`src/rtl/rc4_ksa_prga_ctrl.sv`:
```
// rc4_ksa_prga_ctrl
// -----------------
// Sequencer for a 16-entry x 4-bit RC4 S-array. After a start pulse it
// initialises the array, runs the key schedule and then generates keystream
// nibbles until halted.
//
// Timing model: every output is a register. The values listed for a state
// are loaded on the edge that enters it, so they are visible for that
// state's whole cycle. The array captures the read address on the falling
// edge, so read data is sampled on the edge that leaves the read state.
//
// Ports:
//   clk, rst          clock, asynchronous active-high reset
//   start             one-cycle start pulse (IDLE only); key sampled then
//   halt              synchronous abort to IDLE, highest priority
//   key               KEYLEN key nibbles, nibble 0 in bits [3:0]
//   s_rd_addr         array read address
//   s_rd_data         array read data (registered inside the array)
//   s_wr_en           array write enable (0 = array reads)
//   s_wr_addr1/2      array write addresses, ports 1 and 2
//   s_wr_data1/2      array write data, ports 1 and 2
//   ks, ks_valid      keystream nibble and its valid flag
//   ks_ready          downstream accepts ks
//   busy              high in every state except IDLE
module rc4_ksa_prga_ctrl #(
  parameter int KEYLEN = 4
) (
  input  logic                  clk,
  input  logic                  rst,
  input  logic                  start,
  input  logic                  halt,
  input  logic [4*KEYLEN-1:0]   key,
  output logic [3:0]            s_rd_addr,
  input  logic [3:0]            s_rd_data,
  output logic                  s_wr_en,
  output logic [3:0]            s_wr_addr1,
  output logic [3:0]            s_wr_data1,
  output logic [3:0]            s_wr_addr2,
  output logic [3:0]            s_wr_data2,
  output logic [3:0]            ks,
  output logic                  ks_valid,
  input  logic                  ks_ready,
  output logic                  busy
);

  localparam logic [3:0] IDLE  = 4'd0;
  localparam logic [3:0] INIT  = 4'd1;
  localparam logic [3:0] K_RI  = 4'd2;
  localparam logic [3:0] K_RJ  = 4'd3;
  localparam logic [3:0] K_SW  = 4'd4;
  localparam logic [3:0] P_RI  = 4'd5;
  localparam logic [3:0] P_RJ  = 4'd6;
  localparam logic [3:0] P_SW  = 4'd7;
  localparam logic [3:0] P_RT  = 4'd8;
  localparam logic [3:0] P_OUT = 4'd9;

  logic [3:0]          state_q, state_d;
  logic [3:0]          i_q, i_d;
  logic [3:0]          j_q, j_d;
  logic [3:0]          si_q, si_d;
  logic [2:0]          cnt_q, cnt_d;
  logic [4*KEYLEN-1:0] key_q, key_d;
  logic [3:0]          rd_addr_q, rd_addr_d;
  logic                wr_en_q, wr_en_d;
  logic [3:0]          wa1_q, wa1_d, wd1_q, wd1_d;
  logic [3:0]          wa2_q, wa2_d, wd2_q, wd2_d;
  logic [3:0]          ks_q, ks_d;
  logic                ks_valid_q, ks_valid_d;
  logic                busy_q, busy_d;
  logic [3:0]          key_nib;

  // Key nibble for the current KSA index, wrapping modulo KEYLEN.
  always_comb begin
    key_nib = key_q[4*(int'(i_q) % KEYLEN) +: 4];
  end

  always_comb begin
    state_d    = state_q;
    i_d        = i_q;
    j_d        = j_q;
    si_d       = si_q;
    cnt_d      = cnt_q;
    key_d      = key_q;
    rd_addr_d  = rd_addr_q;
    wr_en_d    = 1'b0;   // writes last exactly one cycle unless re-asserted
    wa1_d      = wa1_q;
    wd1_d      = wd1_q;
    wa2_d      = wa2_q;
    wd2_d      = wd2_q;
    ks_d       = ks_q;
    ks_valid_d = ks_valid_q;
    busy_d     = busy_q;

    case (state_q)
      IDLE: begin
        if (start) begin
          key_d   = key;
          state_d = INIT;
          busy_d  = 1'b1;
          cnt_d   = 3'd0;
          wr_en_d = 1'b1;
          wa1_d   = 4'd0;
          wd1_d   = 4'd0;
          wa2_d   = 4'd1;
          wd2_d   = 4'd1;
        end
      end
      INIT: begin
        if (cnt_q == 3'd7) begin
          state_d   = K_RI;
          i_d       = 4'd0;
          j_d       = 4'd0;
          rd_addr_d = 4'd0;
        end else begin
          // Two entries per cycle: even address on port 1, odd on port 2.
          cnt_d   = cnt_q + 3'd1;
          wr_en_d = 1'b1;
          wa1_d   = {cnt_d, 1'b0};
          wd1_d   = {cnt_d, 1'b0};
          wa2_d   = {cnt_d, 1'b1};
          wd2_d   = {cnt_d, 1'b1};
        end
      end
      K_RI: begin
        state_d   = K_RJ;
        si_d      = s_rd_data;
        j_d       = j_q + s_rd_data + key_nib;
        rd_addr_d = j_d;
      end
      K_RJ, P_RJ: begin
        // Swap: S[i] <= S[j] on port 1, S[j] <= S[i] on port 2.
        state_d = (state_q == K_RJ) ? K_SW : P_SW;
        wr_en_d = 1'b1;
        wa1_d   = i_q;
        wd1_d   = s_rd_data;
        wa2_d   = j_q;
        wd2_d   = si_q;
      end
      K_SW: begin
        if (i_q == 4'd15) begin
          // PRGA starts from i=0, j=0 and pre-increments i on entry.
          state_d   = P_RI;
          i_d       = 4'd1;
          j_d       = 4'd0;
          rd_addr_d = 4'd1;
        end else begin
          state_d   = K_RI;
          i_d       = i_q + 4'd1;
          rd_addr_d = i_d;
        end
      end
      P_RI: begin
        state_d   = P_RJ;
        si_d      = s_rd_data;
        j_d       = j_q + s_rd_data;
        rd_addr_d = j_d;
      end
      P_SW: begin
        // The write data registers still hold sj (port 1) and si (port 2).
        state_d   = P_RT;
        rd_addr_d = wd1_q + wd2_q;
      end
      P_RT: begin
        state_d    = P_OUT;
        ks_d       = s_rd_data;
        ks_valid_d = 1'b1;
      end
      P_OUT: begin
        if (ks_valid_q && ks_ready) begin
          ks_valid_d = 1'b0;
          state_d    = P_RI;
          i_d        = i_q + 4'd1;
          rd_addr_d  = i_d;
        end
      end
      default: begin
        state_d = IDLE;
        busy_d  = 1'b0;
      end
    endcase

    if (halt) begin
      state_d    = IDLE;
      i_d        = 4'd0;
      j_d        = 4'd0;
      ks_valid_d = 1'b0;
      wr_en_d    = 1'b0;
      busy_d     = 1'b0;
    end
  end

  always_ff @(posedge clk or posedge rst) begin
    if (rst) begin
      state_q    <= IDLE;
      i_q        <= 4'd0;
      j_q        <= 4'd0;
      si_q       <= 4'd0;
      cnt_q      <= 3'd0;
      key_q      <= '0;
      rd_addr_q  <= 4'd0;
      wr_en_q    <= 1'b0;
      wa1_q      <= 4'd0;
      wd1_q      <= 4'd0;
      wa2_q      <= 4'd0;
      wd2_q      <= 4'd0;
      ks_q       <= 4'd0;
      ks_valid_q <= 1'b0;
      busy_q     <= 1'b0;
    end else begin
      state_q    <= state_d;
      i_q        <= i_d;
      j_q        <= j_d;
      si_q       <= si_d;
      cnt_q      <= cnt_d;
      key_q      <= key_d;
      rd_addr_q  <= rd_addr_d;
      wr_en_q    <= wr_en_d;
      wa1_q      <= wa1_d;
      wd1_q      <= wd1_d;
      wa2_q      <= wa2_d;
      wd2_q      <= wd2_d;
      ks_q       <= ks_d;
      ks_valid_q <= ks_valid_d;
      busy_q     <= busy_d;
    end
  end

  assign s_rd_addr  = rd_addr_q;
  assign s_wr_en    = wr_en_q;
  assign s_wr_addr1 = wa1_q;
  assign s_wr_data1 = wd1_q;
  assign s_wr_addr2 = wa2_q;
  assign s_wr_data2 = wd2_q;
  assign ks         = ks_q;
  assign ks_valid   = ks_valid_q;
  assign busy       = busy_q;

endmodule

```
`config.mk`:
```
export PLATFORM = sky130hd
export DESIGN_NAME = rc4_ksa_prga_ctrl
export DESIGN_NICKNAME = d
export VERILOG_FILES = /design/src/rtl/rc4_ksa_prga_ctrl.sv
export SDC_FILE = /design/constraint.sdc
export NUM_CORES = 1
export LEC_CHECK = 0
export CAP_MARGIN = 25
export CORE_MARGIN = 2
export CORE_UTILIZATION = 56
export CTS_BUF_LIST = sky130_fd_sc_hd__clkbuf_4
export CTS_CLUSTER_SIZE = 16
export DETAILED_ROUTE_END_ITERATION = 7
export PLACE_DENSITY = 0.84
export SLEW_MARGIN = 20
export SYNTH_ARGS = -nofsm -noshare
export SYNTH_HDL_FRONTEND = slang
export SYNTH_SLANG_ARGS = --single-unit
```
`constraint.sdc`:
```
create_clock -name clk -period 2.9 [get_ports clk]
set_input_delay 0.435 -clock clk [delete_from_list [all_inputs] [get_ports clk]]
set_output_delay 0.435 -clock clk [all_outputs]
set_load 0.05 [all_outputs]
```
==> results of run 1 <==
==> state kept, by name, indices dropped and copies added, names as in the netlist <==
name        count
s_rd_addr       4
s_wr_data1      4
cnt_q           3
key_q          16
j_q             4
state_q         4
s_wr_en         1
si_q            4
busy            1
s_wr_addr1      4
ks              4
i_q             4
s_wr_addr2      4
ks_valid        1
s_wr_data2      4
==> worst max-delay path, cell delays in order <==
cell,delay (ns)
clkdlybuf4s50_1,0.43
ha_1,0.24
fa_1,0.54
inv_1,0.08
fa_1,0.54
a2bb2oi_1,0.16
nor2_1,0.06
a211o_1,0.24
a22o_1,0.19
==> area by class of cell <==
cell class                 count  area (µm²)
tap                           75        93.8
sequential                    62        1550
fill                         438        1730
clock inverter                 5        98.8
timing repair buffer          61         586
multi-input combinational    229        1690
clock buffer                  10        75.1
inverter                       8        30.0
==> worst max-delay path by stage <==
stage                              end          from  slack [ns]  cells after the start
after floorplan           s_rd_addr[1]  s_rd_data[0]        0.46                      8
after global placement    s_rd_addr[3]  s_rd_data[0]       -0.08                     10
after detailed placement  s_rd_addr[1]  s_rd_data[0]       -0.14                      9
after CTS                 s_rd_addr[1]  s_rd_data[0]        0.27                      9
after global routing      s_rd_addr[1]  s_rd_data[0]        0.18                      9
final                     s_rd_addr[1]  s_rd_data[0]        0.25                      9
==> power by group through the flow <==
stage	clock network [mW]	registers (mW)	logic [mW]
floorplan	0	1.74	1.01
global placement	0	1.43	1.81
detailed placement	0	1.45	1.86
CTS	0.758	1.44	1.88
global route	0.802	1.48	2.04
finish	0.747	1.44	1.88
==> cell usage after synthesis, types with 4 or more instances <==
cell type,n
a21o_1,4
xor2_1,6
buf_2,11
mux2_2,24
nand3_1,7
a211oi_1,4
nor2_1,25
dfrtp_1,62
nor3_1,4
mux4_2,4
clkbuf_1,5
ha_1,12
mux2i_1,5
nand2_1,28
a21oi_1,20
inv_1,8
xnor2_1,4
o21ai_0,27
==> per-stage QoR <==
| stage | instances | worst slack (ns) | util [%] | instance area [µm²] | setup TNS [ns] |
|---|---|---|---|---|---|
| finish | 450 | 0.252 | 70.4 | 4120 | 0 |
| global route | 450 | 0.178 | 70.4 | 4120 | 0 |
| CTS | 450 | 0.272 | 70.4 | 4120 | 0 |
| detailed placement | 435 | -0.139 | 67.5 | 3950 | -0.344 |
| global placement | 435 | -0.0837 | 67.5 | 3950 | -0.230 |
| floorplan | 317 | 0.457 | - | 3360 | 0 |
==> routing by layer <==
metal | up-vias | global-route usage [%]
met5 | - | 0
met3 | 12 | 4.40
met1 | 1362 | 37.5
met4 | 0 | 8.47
met2 | 142 | 43.1
li1 | 1259 | -
==> cells by family (layout without fill, tap and decap cells) <==
kind of cell | after synthesis | count (layout) | synth area share [%]
AO/OA/AOI/OAI | 86 | 86 | 16.7
AND/OR/NAND/NOR | 85 | 85 | 12.4
flip-flops | 62 | 62 | 46.2
multiplexers | 33 | 33 | 12.2
buffers and inverters | 26 | 84 | 3.65
adder cells (fa/ha/maj) | 15 | 15 | 6.26
XOR/XNOR | 10 | 10 | 2.61
==> flow_metrics.env, run 1 <==
export IMPL_arrival_ns=2.92
export IMPL_synth_edf_count=0
export IMPL_hold_worst_slack_ns=0.364
export IMPL_num_rows=28
export IMPL_top_layer="met4"
export IMPL_io_pin_count=52
export IMPL_dr_first_iter_drc_count=385
export IMPL_relSlewSlack_pct=42.9
export IMPL_crit_required_ns=3.18
export IMPL_drt_wl_total_mm=8.27
export IMPL_synth_cells=317
export IMPL_die_area_um2=6630
export IMPL_cts_resized=0
export IMPL_areaGrowthSynthToFinish_pct=22.6
export IMPL_ctsHtreeMaxLevel=3
export IMPL_io_buffers=51
export IMPL_vias=2775
export IMPL_postSynthRegisterBits=62
export IMPL_numCtsBuffers=9
export IMPL_core_um2=5850
export IMPL_synth_cell_types=55
export IMPL_start_kind="input port"
export IMPL_cts_root_buf="clkbuf_4"
export IMPL_synth_area_top_cells="dfrtp_1, mux2_2, ha_1"
export IMPL_drc_errors=0
export IMPL_nNetsFinal=411
export IMPL_power_frac_comb_pct=46.2
export IMPL_die_y_um=81.5
export IMPL_start_util_pct=57.4
export IMPL_cts_tree="built"
export IMPL_fmax_mhz=378
export IMPL_clk_pin_slew_ns=0.10
export IMPL_r2r_slack_ns=0.33
export IMPL_slew_viol_final=0
export IMPL_cts_sinks=62
export IMPL_hold_class="input port to async pin"
export IMPL_drv_cap=0
export IMPL_first_pass_iters=5
export IMPL_wire_per_inst_um=18.4
export IMPL_clk_latency_ns=0.39
export IMPL_yosysTopAreaCellShare_pct=46.2
export IMPL_antenna_cells=0
export IMPL_viasPerCell=6.17
export IMPL_grt_max_degree=27
export IMPL_outcome="completed"
export IMPL_yosys_area_top_type="dfrtp_1"
export IMPL_p_sw_mw=1.68
export IMPL_grt_pass1_vias=2577
export IMPL_synth_nets=357
export IMPL_postSynthAreaPerCell_um2=10.6
export IMPL_mostFrequentLayoutCells="dfrtp_1, clkdlybuf4s50_1, nand2_1"
export IMPL_synth_sequential_area_ratio_pct=46.2
export IMPL_finalCritPeriodShare_pct=91.3
export IMPL_dr_wl_met3_um=596
export IMPL_drive_gt1_share_pct=16.3
export IMPL_met2_length_mm=4.12
export IMPL_seqPwrFrac_pct=35.4
export IMPL_overflow=0
export IMPL_antenna_found_initial=0
export IMPL_gp_congestion=0.870
export IMPL_fp_dieW_um=81.5
export IMPL_r2r_end="s_rd_addr[1]"
export IMPL_synth_flop_cell="dfrtp_1"
export IMPL_power_density_nw_per_um2=987
export IMPL_min_period_ns=2.65
export IMPL_hold_viol_final=0
export IMPL_p_clk_share_pct=18.4
export IMPL_ant_nets=0
export IMPL_totalPowerFinal_mw=4.07
export IMPL_p_leak_nw=1.81
export IMPL_worstMarginPinSlew_ns=0.857
export IMPL_worst_path_max_fanout=3
export IMPL_cts_setup_buffers=0
export IMPL_crit_type="input port to flop"
export IMPL_setup_viol=0
export IMPL_async_flop_share_pct=100
export IMPL_hpwl_mm=5.96
export IMPL_m1WireLength_mm=3.43
export IMPL_grt_pass1_wl_mm=13.1
export IMPL_rsz0062_at_grt="no"
export IMPL_end_kind="flop"
export IMPL_worst_clock_skew_ns=0.0156
export IMPL_cts_hold_buf=0
export IMPL_swShare_pct=41.3
export IMPL_internal_power_mw=2.39
export IMPL_yosysWarnings=0
export IMPL_r2r_start="j_q[0]"
export IMPL_clk_path_buf_depth=2
export IMPL_r2r_cells=8
export IMPL_grt_use_total_pct=26.8
export IMPL_ir_worst_vdd_mv=0.604
export IMPL_mostFrequentLayoutCell="dfrtp_1"
export IMPL_synth_area_um2=3360
Note: power is estimated with default switching activity, not from simulation.
==> inputs of run 2 (changes only) <==
--- a/config.mk
+++ b/config.mk
@@ -5,13 +5,14 @@
 export SDC_FILE = /design/constraint.sdc
 export NUM_CORES = 1
 export LEC_CHECK = 0
+export ABC_AREA = 1
 export CAP_MARGIN = 25
 export CORE_MARGIN = 2
 export CORE_UTILIZATION = 56
 export CTS_BUF_LIST = sky130_fd_sc_hd__clkbuf_4
 export CTS_CLUSTER_SIZE = 16
 export DETAILED_ROUTE_END_ITERATION = 7
-export PLACE_DENSITY = 0.84
+export PLACE_DENSITY = 0.83
 export SLEW_MARGIN = 20
 export SYNTH_ARGS = -nofsm -noshare
 export SYNTH_HDL_FRONTEND = slang
==> flow_metrics.env, run 2 <==
export IMPL_outcome="completed"
export IMPL_synth_area_top_cells="dfrtp_1, nand2_1, ha_1"
export IMPL_worst_clock_skew_ns=0.0164
export IMPL_async_flop_share_pct=100
export IMPL_nNetsFinal=496
export IMPL_fin_tns_setup_ns=0
export IMPL_hpwl_mm=6.08
export IMPL_r2r_cells=15
export IMPL_grt_pass1_vias=2831
export IMPL_die_area_um2=6750
export IMPL_slowest_stage="clkdlybuf4s50_1"
export IMPL_synth_cells=396
export IMPL_die_y_um=82.1
export IMPL_r2r_slack_ns=0.35
export IMPL_viasPerCell=5.50
export IMPL_dpl_instance_area_um2=4010
export IMPL_areaGrowthSynthToFinish_pct=21.6
export IMPL_min_period_ns=2.61
export IMPL_cts_resized=0
export IMPL_fin_util_pct=70.2
export IMPL_postSynthRegisterBits=62
export IMPL_synth_cells_most_frequent="nand2_1, dfrtp_1, inv_1, nor2_1, nand3_1"
export IMPL_finalCritPeriodShare_pct=90.0
export IMPL_grt_pass1_wl_mm=13.0
export IMPL_hold_worst_slack_ns=0.440
export IMPL_numCtsBuffers=9
export IMPL_clk_latency_ns=0.41
export IMPL_fmax_mhz=383
export IMPL_core_um2=5920
export IMPL_overflow=0
export IMPL_end_kind="flop"
export IMPL_mostFrequentLayoutCell="nand2_1"
export IMPL_start_util_pct=57.8
export IMPL_start_kind="input port"
export IMPL_cts_tree="built"
export IMPL_worst_path_max_fanout=4
export IMPL_synth_flop_cell="dfrtp_1"
export IMPL_drive_gt1_share_pct=13.9
export IMPL_clk_path_buf_depth=2
export IMPL_grt_use_total_pct=26.0
export IMPL_hold_viol_final=0
export IMPL_arrival_ns=2.92
export IMPL_r2r_start="j_q[0]"
export IMPL_gp_congestion=0.939
export IMPL_crit_type="input port to flop"
export IMPL_synth_nets=436
export IMPL_final_area_um2=4160
export IMPL_synth_cell_types=41
export IMPL_yosys_area_top_type="dfrtp_1"
export IMPL_num_rows=28
export IMPL_regMostFlops="key_q"
export IMPL_crit_path_frequent_cell="nand2_1"
export IMPL_rsz0062_at_grt="no"
export IMPL_grt_max_degree=33
export IMPL_antenna_cells=0
export IMPL_instances_no_fill=535
export IMPL_power_density_nw_per_um2=997
export IMPL_drt_wl_total_mm=7.87
export IMPL_worstMarginPinSlew_ns=0.670
export IMPL_place_inst=520
export IMPL_io_pin_count=52
export IMPL_dr_first_iter_drc_count=204
export IMPL_ant_nets=0
export IMPL_cp_endpoint="s_rd_addr[3]"
export IMPL_postSynthAreaPerCell_um2=8.64
export IMPL_r2r_end="s_rd_addr[3]"
export IMPL_yosysTopAreaCellShare_pct=45.4
export IMPL_wire_per_inst_um=14.7
export IMPL_synth_area_um2=3420
export IMPL_antenna_found_initial=0
export IMPL_first_pass_iters=5
export IMPL_cts_root_buf="clkbuf_4"
export IMPL_mostFrequentLayoutCells="nand2_1, dfrtp_1, clkdlybuf4s50_1"
export IMPL_ctsHtreeMaxLevel=3
export IMPL_drc_errors=0
export IMPL_cp_slowest_stage_delay_ns=0.44
export IMPL_largest_register_ffs=16
export IMPL_hold_class="input port to async pin"
export IMPL_cts_setup_buffers=0
export IMPL_synth_most_common_cell="nand2_1"
export IMPL_setup_viol=0
export IMPL_crit_chain="clkdlybuf4s50_1 -> ha_1 -> fa_1 -> or2_2 -> nand2_1 -> ha_1 -> nand2_1 -> nand2_1 -> nor2_1 -> nand3_1 -> nand2_1 -> nand2_1 -> nand3_1 -> nand2_1 -> nand2_1 -> nand2_1"
export IMPL_cts_sinks=62
export IMPL_cts_hold_buf=0
export IMPL_clk_pin_slew_ns=0.11
export IMPL_ir_worst_vdd_mv=0.573
export IMPL_relSlewSlack_pct=55.3
export IMPL_place_ws_ns=-0.118
export IMPL_vias=2941
export IMPL_crit_start="s_rd_data[0]"
export IMPL_slew_viol_final=0
export IMPL_synth_sequential_area_ratio_pct=45.4
export IMPL_io_buffers=51
export IMPL_fp_dieW_um=82.1
export IMPL_yosysWarnings=0
export IMPL_setup_ws_ns=0.291
export IMPL_totalPowerFinal_mw=4.14
export IMPL_drv_cap=0
export IMPL_synth_edf_count=0
export IMPL_crit_required_ns=3.22
export IMPL_p_leak_nw=2.09
## run 2: logic make-up after synthesis
group	synth area share [%]
AO/OA/AOI/OAI	11.2
XOR/XNOR	0.512
adder cells (fa/ha/maj)	6.15
buffers and inverters	6.92
flip-flops	45.4
multiplexers	6.37
AND/OR/NAND/NOR	23.5
## run 2: layer usage
metal	wire length [µm]	up-vias	track usage [%]
li1	-	1422	-
met1	3280	1371	32.1
met2	3850	123	43.9
met3	440	25	4.24
met4	292	0	13.5
met5	0	-	0
## run 2: worst min path at each step
| stage | end | depth (start not counted) | slack, ns |
|---|---|---|---|
| floorplan | si_q[2] | 2 | 0.47 |
| global placement | ks[2] | 2 | 0.45 |
| detailed placement | ks[1] | 2 | 0.47 |
| CTS | ks_valid | 2 | 0.45 |
| global route | ks_valid | 2 | 0.50 |
| finish | ks_valid | 2 | 0.44 |
## run 2: where the power goes
part | leakage (nW) | internal, mW | switching (mW)
clock | 0.0806 | 0.337 | 0.313
combinational | 1.23 | 0.791 | 1.32
sequential | 0.779 | 1.17 | 0.210
total | 2.09 | 2.30 | 1.84
## run 2: layout make-up
type / instances / area [µm²]
Clock inverter: 6 / 77.6
Clock buffer: 9 / 67.6
Sequential cell: 62 / 1550
Tap cell: 75 / 93.8
Inverter: 43 / 168
Multi-Input combinational cell: 283 / 1630
Timing Repair Buffer: 57 / 568
Fill cell: 491 / 1760
## run 2: critical path: cells and delay by family
| family | cells | cell delay [ns] |
|---|---|---|
| buffers and inverters | 1 | 0.44 |
| adder cells (fa/ha/maj) | 3 | 0.90 |
| AND/OR/NAND/NOR | 12 | 1.14 |
